## src/rtl/sync_fifo.sv

```systemverilog
// sync_fifo: single-clock FIFO with registered occupancy count, almost-full/empty thresholds and sticky ovf/udf.
// Define SYNC_FIFO_FWFT_EN for first-word-fall-through read data; the default build registers read data.
module sync_fifo #(
    parameter int FIFO_WIDTH = 8,
    parameter int FIFO_DEPTH = 8,
    parameter int AF_LEVEL   = 6,
    parameter int AE_LEVEL   = 2
) (
    input  logic                          fifo_clk,
    input  logic                          fifo_rst,
    input  logic                          fifo_clr,
    input  logic                          fifo_wen,
    input  logic [FIFO_WIDTH-1:0]         fifo_wdata,
    output logic                          fifo_full,
    output logic                          fifo_afull,
    input  logic                          fifo_ren,
    output logic [FIFO_WIDTH-1:0]         fifo_rdata,
    output logic                          fifo_empty,
    output logic                          fifo_aempty,
    output logic [$clog2(FIFO_DEPTH):0]   fifo_count,
    output logic                          fifo_ovf,
    output logic                          fifo_udf
);
    localparam int AW = $clog2(FIFO_DEPTH);
    localparam int CW = AW + 1;
    localparam logic [CW-1:0] DEPTH_C = CW'(FIFO_DEPTH);
    localparam logic [CW-1:0] AF_C    = CW'(AF_LEVEL);
    localparam logic [CW-1:0] AE_C    = CW'(AE_LEVEL);

    logic [FIFO_WIDTH-1:0] mem [FIFO_DEPTH];
    logic [AW-1:0]         wr_ptr;
    logic [AW-1:0]         rd_ptr;
    logic [CW-1:0]         count_nxt;
    logic                  wr_acc;
    logic                  rd_acc;

    // Acceptance is decided from the registered flags, so full+wen+ren drops the write
    // and empty+wen+ren ignores the read.
    always_comb begin
        wr_acc    = fifo_wen && !fifo_full;
        rd_acc    = fifo_ren && !fifo_empty;
        count_nxt = fifo_count;
        if (wr_acc && !rd_acc)
            count_nxt = fifo_count + 1'b1;
        else if (rd_acc && !wr_acc)
            count_nxt = fifo_count - 1'b1;
    end

    always_ff @(posedge fifo_clk or posedge fifo_rst) begin
        if (fifo_rst) begin
            wr_ptr      <= '0;
            rd_ptr      <= '0;
            fifo_count  <= '0;
            fifo_full   <= 1'b0;
            fifo_afull  <= 1'b0;
            fifo_empty  <= 1'b1;
            fifo_aempty <= 1'b1;
            fifo_ovf    <= 1'b0;
            fifo_udf    <= 1'b0;
        end else if (fifo_clr) begin
            wr_ptr      <= '0;
            rd_ptr      <= '0;
            fifo_count  <= '0;
            fifo_full   <= 1'b0;
            fifo_afull  <= 1'b0;
            fifo_empty  <= 1'b1;
            fifo_aempty <= 1'b1;
            fifo_ovf    <= 1'b0;
            fifo_udf    <= 1'b0;
        end else begin
            if (wr_acc)
                wr_ptr <= wr_ptr + 1'b1;
            if (rd_acc)
                rd_ptr <= rd_ptr + 1'b1;
            fifo_count  <= count_nxt;
            fifo_full   <= (count_nxt == DEPTH_C);
            fifo_afull  <= (count_nxt >= AF_C);
            fifo_empty  <= (count_nxt == '0);
            fifo_aempty <= (count_nxt <= AE_C);
            if (fifo_wen && fifo_full)
                fifo_ovf <= 1'b1;
            if (fifo_ren && fifo_empty)
                fifo_udf <= 1'b1;
        end
    end

    always_ff @(posedge fifo_clk) begin
        if (wr_acc && !fifo_clr && !fifo_rst)
            mem[wr_ptr] <= fifo_wdata;
    end

`ifdef SYNC_FIFO_FWFT_EN
    assign fifo_rdata = mem[rd_ptr];
`else
    always_ff @(posedge fifo_clk or posedge fifo_rst) begin
        if (fifo_rst)
            fifo_rdata <= '0;
        else if (rd_acc && !fifo_clr)
            fifo_rdata <= mem[rd_ptr];
    end
`endif

endmodule

```

## config.mk

```make
export PLATFORM = sky130hd
export DESIGN_NAME = sync_fifo
export DESIGN_NICKNAME = d
export VERILOG_FILES = /design/src/rtl/sync_fifo.sv
export SDC_FILE = /design/constraint.sdc
export NUM_CORES = 1
export LEC_CHECK = 0
export ABC_AREA = 1
export CAP_MARGIN = 20
export CELL_PAD_IN_SITES_DETAIL_PLACEMENT = 0
export CELL_PAD_IN_SITES_GLOBAL_PLACEMENT = 1
export CORE_MARGIN = 4
export CORE_UTILIZATION = 46
export DETAILED_ROUTE_END_ITERATION = 7
export GPL_ROUTABILITY_DRIVEN = 0
export PLACE_DENSITY = 0.8
export SYNTH_ARGS = -nofsm -noshare
export SYNTH_HDL_FRONTEND = slang
export SYNTH_SLANG_ARGS = --single-unit
```

## constraint.sdc

```tcl
create_clock -name fifo_clk -period 2.5 [get_ports fifo_clk]
set_clock_uncertainty 0.15 [all_clocks]
set_input_delay 0.5 -clock fifo_clk [delete_from_list [all_inputs] [get_ports fifo_clk]]
set_output_delay 0.5 -clock fifo_clk [all_outputs]
set_load 0.01 [all_outputs]
```

==> run_results.csv, run 1 <==
group,metric,value,unit
status,status,"complete, no violations",
critical_path,crit_required,1.85,ns
synth,synth_warnings,0,
critical_path,cp_cell_sequence,"clkdlybuf4s50_1",
placement,port_buffers,30,
synth,syn_avg_cell_area,11.29,µm²
routing,vias_per_cell,5.103,
clock_network,htree_levels,3,
timing,timing_hold_violations_final,0,
critical_path,worst-path-buf-inv,1,
timing,final-max-slew-violation-count,0,
grt,grt_busiest_layer,"met2",
timing,timing.final.crit_share,0.8482,
routing,firstDrtPassIters,6,
routing,totalWireLength,7.890,mm
clock_network,clk_latency,0.36,ns
critical_path,rr_startpoint,"fifo_full$_DFF_PP0_",
routing,post_drt_wl_per_cell,16.58,µm
critical_path,cp.depth,1,
critical_path,reg2reg_to,"mem[2][3]$_DFFE_PP_",
clock_network,clkTransAtPathRegs,0.09,ns
clock_network,root_buffer,"clkbuf_8",
grt,grt_pass1_wl,12.43,mm
finish,fin_area,4357,µm²
synth,syn_inst,326,
synth,synthSimpleGateAreaFrac,0.1693,
pwr,total_leakage_power,1.671,nW
timing,period_minus_slack,2.120,ns
synth,synth-adder-area-share,0.01360,
die,num_io_pins,31,
timing,worstMarginPinSlew,0.6200,ns
critical_path,cp_data_arrival_time,1.47,ns
synth,ys_types,25,
finish,areaGrowthSynthToFinish,18.35,%
synth,synth-xor-area-share,0,
die,start_util,0.4739,
critical_path,worstSetupPathType,"reg2out",
clock_network,postCtsSetupBuffers,0,
finish,stdcell_count,476,
job,drv_cap,0,
critical_path,critPathLaunchType,"register",
routing,ant_nets,0,
grt,globalRoute.totalOverflow,0,
clock_network,clock_path_buffers,2,
pwr,finalPower,3.258,mW
critical_path,r2r_slack,0.67,ns
routing,vias,2429,
critical_path,path_delay_family,"flip-flops",
pwr,max-vdd-ir-drop,328.0,µV
die,dieWidth,97.46,µm
critical_path,crit_path_end_kind,"primary output",
hold_path,min_path_type,"in2async",
routing,first_iter_violations,190,
synth,synth_nets,343,
die,core,7767,µm²
synth,yosysTopAreaCell,"edfxtp_1",
grt,grt.total_usage,0.1721,
timing,setup_viol_count_final,0,
synth,synth_top_family_by_area,"simple AND/OR/NAND/NOR gates",
clock_network,clkSinkCount,88,
finish,final_nets,386,
die,num_rows,32,
synth,ys_seq_area_frac,0.6859,
critical_path,crit_fanout,4,
grt,grt_max_degree,33,
grt,grt_pass1_vias,2352,
critical_path,critPathMaxStageDelay,0.57,ns
grt,antenna_found_initial,0,
synth,synth_top_area_share,0.5221,
synth,synth.area.top_cells,"edfxtp_1, dfrtp_1, nor2_1, nand2_1, o21ai_0",
synth,synth_compound_area_frac,0.08973,
finish,utilization,0.5609,
clock_network,holdBufCountCts,0,
synth,netlist_area,3681,µm²
clock_network,cts_tree,"yes",
pwr,powerDensity,747.8,nW/µm²
critical_path,cp_slowest_cell,"dfstp_2",
timing,timing.slew.headroom,0.5867,
die,fp.dieH,97.46,µm
grt,use_met2,0.2699,
placement,dpl.cell_count,460,
grt,gr-usage-met1,0.2379,
clock_network,cts_buffers,9,
placement,placed_area,4155,µm²
placement,dpl.hpwl,5.716,mm
synth,ys_seq_elements,88,
routing,drc,0,
clock_network,cts_resized,0,
critical_path,worstSetupStartpoint,"fifo_empty$_DFF_PP1_",
finish,n_antenna_cell,0,
critical_path,setup.worst_path.end,"fifo_empty",
timing,max_freq,471.6,MHz
critical_path,ff2ff_path_depth,6,
timing,final.setup.tns,0,ns
synth,synth.mux.area_fraction,0,
timing,rsz0062_at_grt,"false",
grt,grt_use_met3,0.03302,
die,die-area,9497,µm²
finish,drive_gt1_frac,0.1390,
-- kinds of logic (layout without fill, tap and decap cells) --
family / after synthesis / after routing
AOI/OAI and AO/OA: 58 / 58
adders and majority gates: 4 / 4
buffers and inverters: 33 / 81
DFF: 88 / 88
and+or+nand+nor: 143 / 143
-- through the flow --
| stage | hold WS [ns] | setup WS [ns] |
|---|---|---|
| after global placement | 0.3126 | 0.1180 |
| after CTS | 0.2843 | 0.3534 |
| final | 0.2947 | 0.3796 |
| after detailed placement | 0.3170 | 0.1232 |
| after floorplan | 0.3631 | 0.3913 |
| after global routing | 0.3034 | 0.3346 |
-- report_power, final --
part	leakage [nW]	switching (mW)	internal, mW
logic	0.695	0.306	0.249
clock network	0.0885	0.518	0.468
registers	0.887	0.0601	1.66
total	1.67	0.884	2.37
-- cell usage after synthesis, drive strengths merged --
master	number
edfxtp	64
o211ai	16
nand3	18
dfrtp	22
clkinv	1
inv	20
nand4	1
nor2	66
o21ai	38
buf	12
nand2	53
dfstp	2
ha	4
a21oi	4
nor3	5
-- worst register-to-register path, cell delays in order, from the launching register on --
cell,delay (ns)
dfrtp_1,0.44
inv_1,0.09
nand2_2,0.05
nor3_1,0.22
nand2_1,0.22
nor3_1,0.18
buf_4,0.20
-- layout make-up --
class                           instances  area (µm²)
Inverter                               21       81.33
Clock buffer                            9       123.9
Multi-Input combinational cell        205        1003
Tap cell                              102       127.6
Fill cell                             675        3411
Clock inverter                          7       77.57
Sequential cell                        88        2525
Timing Repair Buffer                   44       417.9
-- how the worst min path moves through the flow --
stage                         startpoint                         to  slack [ns]
2_1_floorplan                   fifo_rst       fifo_afull$_DFF_PP0_        0.36
3_3_place_gp   fifo_rdata[1]$_DFFE_PP0P_  fifo_rdata[1]$_DFFE_PP0P_        0.31
3_5_place_dp   fifo_rdata[0]$_DFFE_PP0P_  fifo_rdata[0]$_DFFE_PP0P_        0.32
4_1_cts                         fifo_rst  fifo_rdata[4]$_DFFE_PP0P_        0.28
5_1_grt                         fifo_rst  fifo_rdata[4]$_DFFE_PP0P_        0.30
6_report                        fifo_rst  fifo_rdata[4]$_DFFE_PP0P_        0.29
-- metal layers --
metal / vias to the layer above / wire length [µm]
li1: 1207 / -
met1: 1136 / 3451
met2: 74 / 3769
met3: 12 / 533
met4: 0 / 136
met5: - / 0
-- sequential cells by signal (all words and copies together), names as in the netlist, 3 cells and up --
signal and flops:
mem 64, rd_ptr 3, wr_ptr 3, fifo_rdata 8, fifo_count 4
-- cell usage in the layout (no fill, tap or decap), types with 5 or more instances in the layout --
| master | n |
|---|---|
| clkbuf_8 | 9 |
| clkdlybuf4s50_1 | 30 |
| nand2_2 | 8 |
| inv_1 | 14 |
| o21ai_0 | 30 |
| o211ai_1 | 16 |
| buf_4 | 13 |
| nor3_1 | 5 |
| inv_2 | 5 |
| o21ai_1 | 8 |
| nand3_1 | 16 |
| nor2_1 | 63 |
| edfxtp_1 | 64 |
| nand2_1 | 44 |
| dfrtp_1 | 22 |
Power figures use the tool's default switching activity.
==> run 2, diff against run 1 <==
--- a/config.mk
+++ b/config.mk
@@ -10,10 +10,10 @@
 export CELL_PAD_IN_SITES_DETAIL_PLACEMENT = 0
 export CELL_PAD_IN_SITES_GLOBAL_PLACEMENT = 1
 export CORE_MARGIN = 4
-export CORE_UTILIZATION = 46
+export CORE_UTILIZATION = 41
 export DETAILED_ROUTE_END_ITERATION = 7
 export GPL_ROUTABILITY_DRIVEN = 0
-export PLACE_DENSITY = 0.8
+export PLACE_DENSITY = 0.75
 export SYNTH_ARGS = -nofsm -noshare
 export SYNTH_HDL_FRONTEND = slang
 export SYNTH_SLANG_ARGS = --single-unit
==> constraint.sdc (replaced) <==
create_clock -name fifo_clk -period 1.8 [get_ports fifo_clk]
set_clock_uncertainty 0.15 [all_clocks]
set_input_delay 0.36 -clock fifo_clk [delete_from_list [all_inputs] [get_ports fifo_clk]]
set_output_delay 0.36 -clock fifo_clk [all_outputs]
set_load 0.01 [all_outputs]
==> run 2 against run 1 <==
  * Global-route usage rose by 0.13 points
  * Setup slack got worse by 0.32 ns
  * Cell count rose by 4.6%
  * Sequential cell count stayed put
  * Register-to-register slack worse by 0.60 ns
  * Hold slack lost 0.19 ns
  * Non-clock buffer count grew 16
  * Wire length is 8.1% higher
  * Count of clock-buffer cells in the layout increased by 3
  * Via count up 4.5%
  * Clock power rose by 25%
  * Total power rose by 36%
  * Critical endpoint is now fifo_udf
  * Largest power group unchanged
==> run_results.csv, run 2 (synthesis results as in run 1) <==
group,metric,value,unit
pwr,powerDensity,971.1,nW/µm²
finish,regMostFlops,"mem",
clock_network,holdBufCountCts,0,
grt,use_met2,0.2651,
routing,first_iter_violations,122,
placement,dpl.cell_count,480,
die,core,8721,µm²
pwr,max-vdd-ir-drop,341.3,µV
timing,final.setup.tns,0,ns
critical_path,crit_required,1.29,ns
timing,worst_slack,0.05916,ns
pwr,total_leakage_power,1.901,nW
die,start_util,0.4221,
die,num_io_pins,31,
grt,globalRoute.totalOverflow,0,
placement,placed_area,4313,µm²
grt,grt_busiest_layer,"met2",
critical_path,critPathLaunchType,"register",
finish,n_antenna_cell,0,
finish,nFillCells,768,
grt,grt_max_degree,35,
critical_path,crit_fanout,2,
die,fp.dieH,102.8,µm
routing,drc,0,
critical_path,critPathMaxStageDelay,0.54,ns
status,status,"complete, no violations",
placement,dpl.hpwl,6.075,mm
grt,grt_pass1_vias,2470,
critical_path,cp_cell_sequence,"clkdlybuf4s50_1",
timing,final-max-slew-violation-count,0,
grt,grt.total_usage,0.1734,
clock_network,clk_latency,0.35,ns
grt,antenna_found_initial,0,
grt,grt_use_met3,0.02774,
hold_path,min_path_type,"in2async",
clock_network,cts_buffers,9,
finish,layout_commonest_cell,"edfxtp_1",
die,dieWidth,102.8,µm
finish,utilization,0.5222,
grt,grt_pass1_wl,13.25,mm
routing,firstDrtPassIters,4,
pwr,finalPower,4.423,mW
critical_path,cp_data_arrival_time,1.23,ns
timing,setup_viol_count_final,0,
timing,worstMarginPinSlew,0.4270,ns
critical_path,worst-path-buf-inv,1,
critical_path,worstSetupPathType,"reg2out",
clock_network,cts_tree,"yes",
job,drv_cap,0,
die,num_rows,34,
clock_network,clkTransAtPathRegs,0.08,ns
critical_path,crit_path_end_kind,"primary output",
clock_network,htree_levels,3,
finish,final_nets,402,
routing,ant_nets,0,
clock_network,clkSinkCount,88,
grt,gr-usage-met1,0.2468,
placement,port_buffers,30,
timing,rsz0062_at_grt,"true",
finish,multi_input_area,1044,µm²
routing,totalWireLength,8.526,mm
die,die-area,10560,µm²
routing,vias,2538,
placement,pre_cts_ws,-0.3756,ns
timing,timing.slew.headroom,0.7144,
routing,post_drt_wl_per_cell,17.12,µm
critical_path,path_delay_family,"buffers and inverters",
clock_network,root_buffer,"clkbuf_8",
timing,period_minus_slack,1.741,ns
finish,seqCellArea,2526,µm²
finish,drive_gt1_frac,0.1897,
timing,timing.final.crit_share,0.9671,
finish,fin_area,4554,µm²
finish,stdcell_count,498,
finish,largest_register_ffs,64,
finish,reg_top3,"mem x64, fifo_rdata x8, fifo_count x4",
timing,max_freq,574.4,MHz
critical_path,cp_slowest_cell,"clkdlybuf4s50_1",
timing,timing_hold_violations_final,0,
finish,final_cell_mix,"edfxtp_1, nor2_1, nand2_1",
clock_network,clock_path_buffers,2,
finish,areaGrowthSynthToFinish,23.73,%
routing,vias_per_cell,5.096,
timing,hold-worst-slack,0.1076,ns
==> run 2: changes by cell type in the layout (fill, tap and decap cells not counted), moves of 3 or more <==
| cell | before | now |
|---|---|---|
| buf_4 | 13 | 23 |
| nor3_1 | 5 | 0 |
| dlymetal6s2s_1 | 0 | 10 |
| clkdlybuf4s50_1 | 30 | 13 |
| nor3_2 | 0 | 3 |
| dlygate4sd2_1 | 0 | 7 |
| buf_6 | 0 | 4 |
==> run 2: worst paths after layout <==
path | from | endpoint | slack [ns] | cells after the start
worst max register to register | fifo_full$_DFF_PP0_ | mem[5][6]$_DFFE_PP_ | 0.07 | 7
worst min-delay path | fifo_rst | wr_ptr[0]$_DFFE_PP0P_ | 0.11 | 2
worst min register to register | fifo_rdata[4]$_DFFE_PP0P_ | fifo_rdata[4]$_DFFE_PP0P_ | 0.33 | 2
min in group fifo_clk | fifo_wen | fifo_ovf$_DFFE_PP0P_ | 0.28 | 4
max in group asynchronous | fifo_rst | fifo_empty$_DFF_PP1_ | 0.87 | 3
worst max-delay path | fifo_udf$_DFFE_PP0P_ | fifo_udf | 0.06 | 1
==> run 2: worst register-to-register path, cell delays in order (launching register included) <==
cell,delay (ns)
dfrtp_1,0.40
inv_2,0.05
nand2_2,0.05
nor3_2,0.17
buf_4,0.14
nand2_1,0.15
nor3_2,0.15
buf_4,0.19
==> run 2: where the power goes <==
group          leakage [nW]  switching (mW)  total (mW)  internal (mW)
Combinational         0.933           0.455       0.826          0.371
Clock                0.0830           0.684        1.23          0.543
Sequential            0.886          0.0662        2.37           2.30
==> run 2: metal layers <==
layer | vias up | routed length (µm)
met5 | - | 0
met3 | 9 | 417
met2 | 54 | 4078
met4 | 0 | 137
met1 | 1231 | 3892
li1 | 1244 | -
==> run 2: area by class of cell <==
type                    count  share of cell area
clock buffers              12             0.03187
clock inverters             4            0.006319
inverters                  21             0.01786
multi-input cells         205              0.2291
flip-flops and latches     88              0.5547
well taps                 108             0.02967
repair buffers             60              0.1305
==> run 2: what timing repair did <==
action | in CTS | in global routing
endpoints found under the setup margin | 7 | 74
buffers inserted | 0 | 2
pin swaps | 0 | 2
gates resized for setup | 8 | 19
==> run 3, diff against run 2 <==
--- a/config.mk
+++ b/config.mk
@@ -13,6 +13,7 @@
 export CORE_UTILIZATION = 41
 export DETAILED_ROUTE_END_ITERATION = 7
 export GPL_ROUTABILITY_DRIVEN = 0
+export GPL_TIMING_DRIVEN = 0
 export PLACE_DENSITY = 0.75
 export SYNTH_ARGS = -nofsm -noshare
 export SYNTH_HDL_FRONTEND = slang
==> run 3 against run 2 <==
  * Non-clock buffer count is 5 lower
  * Final area up 1.6%
  * Setup slack got worse by 0.0068 ns
  * Cell count fell by 1.0%
  * Largest power group unchanged
==> run_results.csv, run 3 (synthesis results as in run 1) <==
group,metric,value,unit
status,status,"complete, no violations",
timing,timing.final.crit_share,0.9709,
critical_path,crit_path_end_kind,"primary output",
finish,n_antenna_cell,0,
pwr,max-vdd-ir-drop,397.0,µV
routing,post_drt_wl_per_cell,17.25,µm
routing,drc,0,
timing,max_freq,572.2,MHz
grt,grt.total_usage,0.1737,
finish,nFillCells,734,
critical_path,cp_data_arrival_time,1.24,ns
die,core,8721,µm²
clock_network,cts_tree,"yes",
critical_path,cp.depth,1,
finish,final_cell_mix,"edfxtp_1, nor2_1, nand2_1",
die,num_io_pins,31,
critical_path,worst-path-buf-inv,1,
grt,grt_pass1_wl,13.39,mm
grt,globalRoute.totalOverflow,0,
routing,firstDrtPassIters,4,
clock_network,root_buffer,"clkbuf_8",
critical_path,rr_startpoint,"fifo_full$_DFF_PP0_",
clock_network,clkSinkCount,88,
finish,reg_top3,"mem x64, fifo_rdata x8, fifo_count x4",
clock_network,htree_levels,3,
routing,vias,2531,
timing,setup_viol_count_final,0,
pwr,powerDensity,1020,nW/µm²
finish,drive_gt1_frac,0.1974,
finish,regMostFlops,"mem",
die,dieWidth,102.8,µm
die,fp.dieH,102.8,µm
hold_path,min_path_type,"in2reg",
finish,layout_commonest_cell,"edfxtp_1",
clock_network,clock_path_buffers,2,
critical_path,critPathMaxStageDelay,0.54,ns
placement,dpl.hpwl,5.341,mm
routing,vias_per_cell,5.134,
routing,totalWireLength,8.506,mm
critical_path,crit_fanout,2,
finish,stdcell_count,493,
pwr,finalPower,4.721,mW
critical_path,worstSetupStartpoint,"fifo_rdata[1]$_DFFE_PP0P_",
finish,final_nets,397,
critical_path,path_delay_family,"buffers and inverters",
clock_network,clk_latency,0.34,ns
critical_path,crit_required,1.29,ns
critical_path,cp_slowest_cell,"clkdlybuf4s50_1",
job,drv_cap,0,
clock_network,clkTransAtPathRegs,0.09,ns
finish,seqCellArea,2526,µm²
critical_path,cp_cell_sequence,"clkdlybuf4s50_1",
timing,final-max-slew-violation-count,0,
critical_path,worstSetupPathType,"reg2out",
die,num_rows,34,
pwr,total_leakage_power,1.889,nW
finish,multi_input_area,1110,µm²
timing,timing.slew.headroom,0.7627,
timing,period_minus_slack,1.748,ns
critical_path,r2r_slack,0.06,ns
hold_path,hold_start,"fifo_clr",
hold_path,hold_depth,2,
routing,ant_nets,0,
finish,largest_register_ffs,64,
placement,port_buffers,29,
critical_path,ff2ff_path_depth,6,
die,die-area,10560,µm²
clock_network,cts_buffers,9,
die,start_util,0.4221,
grt,grt_pass1_vias,2566,
grt,antenna_found_initial,0,
critical_path,critPathLaunchType,"register",
timing,worstMarginPinSlew,0.3537,ns
finish,areaGrowthSynthToFinish,25.73,%
routing,first_iter_violations,112,
timing,timing_hold_violations_final,0,
placement,dpl.cell_count,463,
grt,grt_max_degree,25,
==> run 3: cell types whose count changed in the layout (fill, tap and decap cells not counted), sizes merged <==
cell	delta
inv	-1
clkdlybuf4s50	+5
dlygate4sd2	-3
bufinv	+2
buf	-4
dlymetal6s2s	-3
clkinvlp	-1
==> run 3: layer usage <==
metal / global-route usage / up-vias / share of wire
li1: - / 1235 / -
met1: 0.2329 / 1225 / 0.45
met4: 0.07769 / 0 / 0.020
met2: 0.2835 / 58 / 0.49
met3: 0.02300 / 13 / 0.047
met5: 0 / - / 0
==> run 3: area by class of cell <==
cell class / instances / share of cell area
clock buffers: 12 / 0.03352
flip-flops and latches: 88 / 0.5458
repair buffers: 43 / 0.1022
clock inverters: 4 / 0.01649
inverters: 21 / 0.01757
multi-input cells: 205 / 0.2398
plain buffers: 12 / 0.01541
well taps: 108 / 0.02920
==> run 3: stage by stage <==
| step | hold WS [ns] | instance area [µm²] | util | worst slack [ns] | setup TNS, ns |
|---|---|---|---|---|---|
| detailed placement | 0.3169 | 4126 | 0.4732 | -0.9624 | -57.53 |
| CTS | 0.06780 | 4579 | 0.5251 | -0.01115 | -0.04476 |
| floorplan | 0.2231 | 3701 | - | -0.04119 | -2.087 |
| global route | 0.06981 | 4628 | 0.5307 | -0.01751 | -0.1074 |
| global placement | 0.3138 | 4126 | 0.4732 | -0.8988 | -55.75 |
| finish | 0.08103 | 4628 | 0.5307 | 0.05234 | 0 |
==> run 3: final timing paths <==
| check | end |
|---|---|
| max in group asynchronous | fifo_aempty$_DFF_PP1_ |
| setup / recovery | fifo_rdata[1] |
| setup reg to reg | mem[5][0]$_DFFE_PP_ |
| hold / removal | fifo_ovf$_DFFE_PP0P_ |
| hold reg to reg | fifo_rdata[4]$_DFFE_PP0P_ |
| min in group asynchronous | wr_ptr[0]$_DFFE_PP0P_ |
==> run 3: power by group <==
group / total [mW] / internal [mW] / switching, mW
Combinational: 0.804 / 0.352 / 0.453
Sequential: 2.37 / 2.30 / 0.0689
Clock: 1.55 / 0.862 / 0.684
Total: 4.72 / 3.52 / 1.21
==> run 3: what timing repair did <==
action	CTS	global route
setup buffers	13	0
setup endpoints to repair	70	63
hold buffers	0	0
pin swaps	9	7
resized for setup	26	8
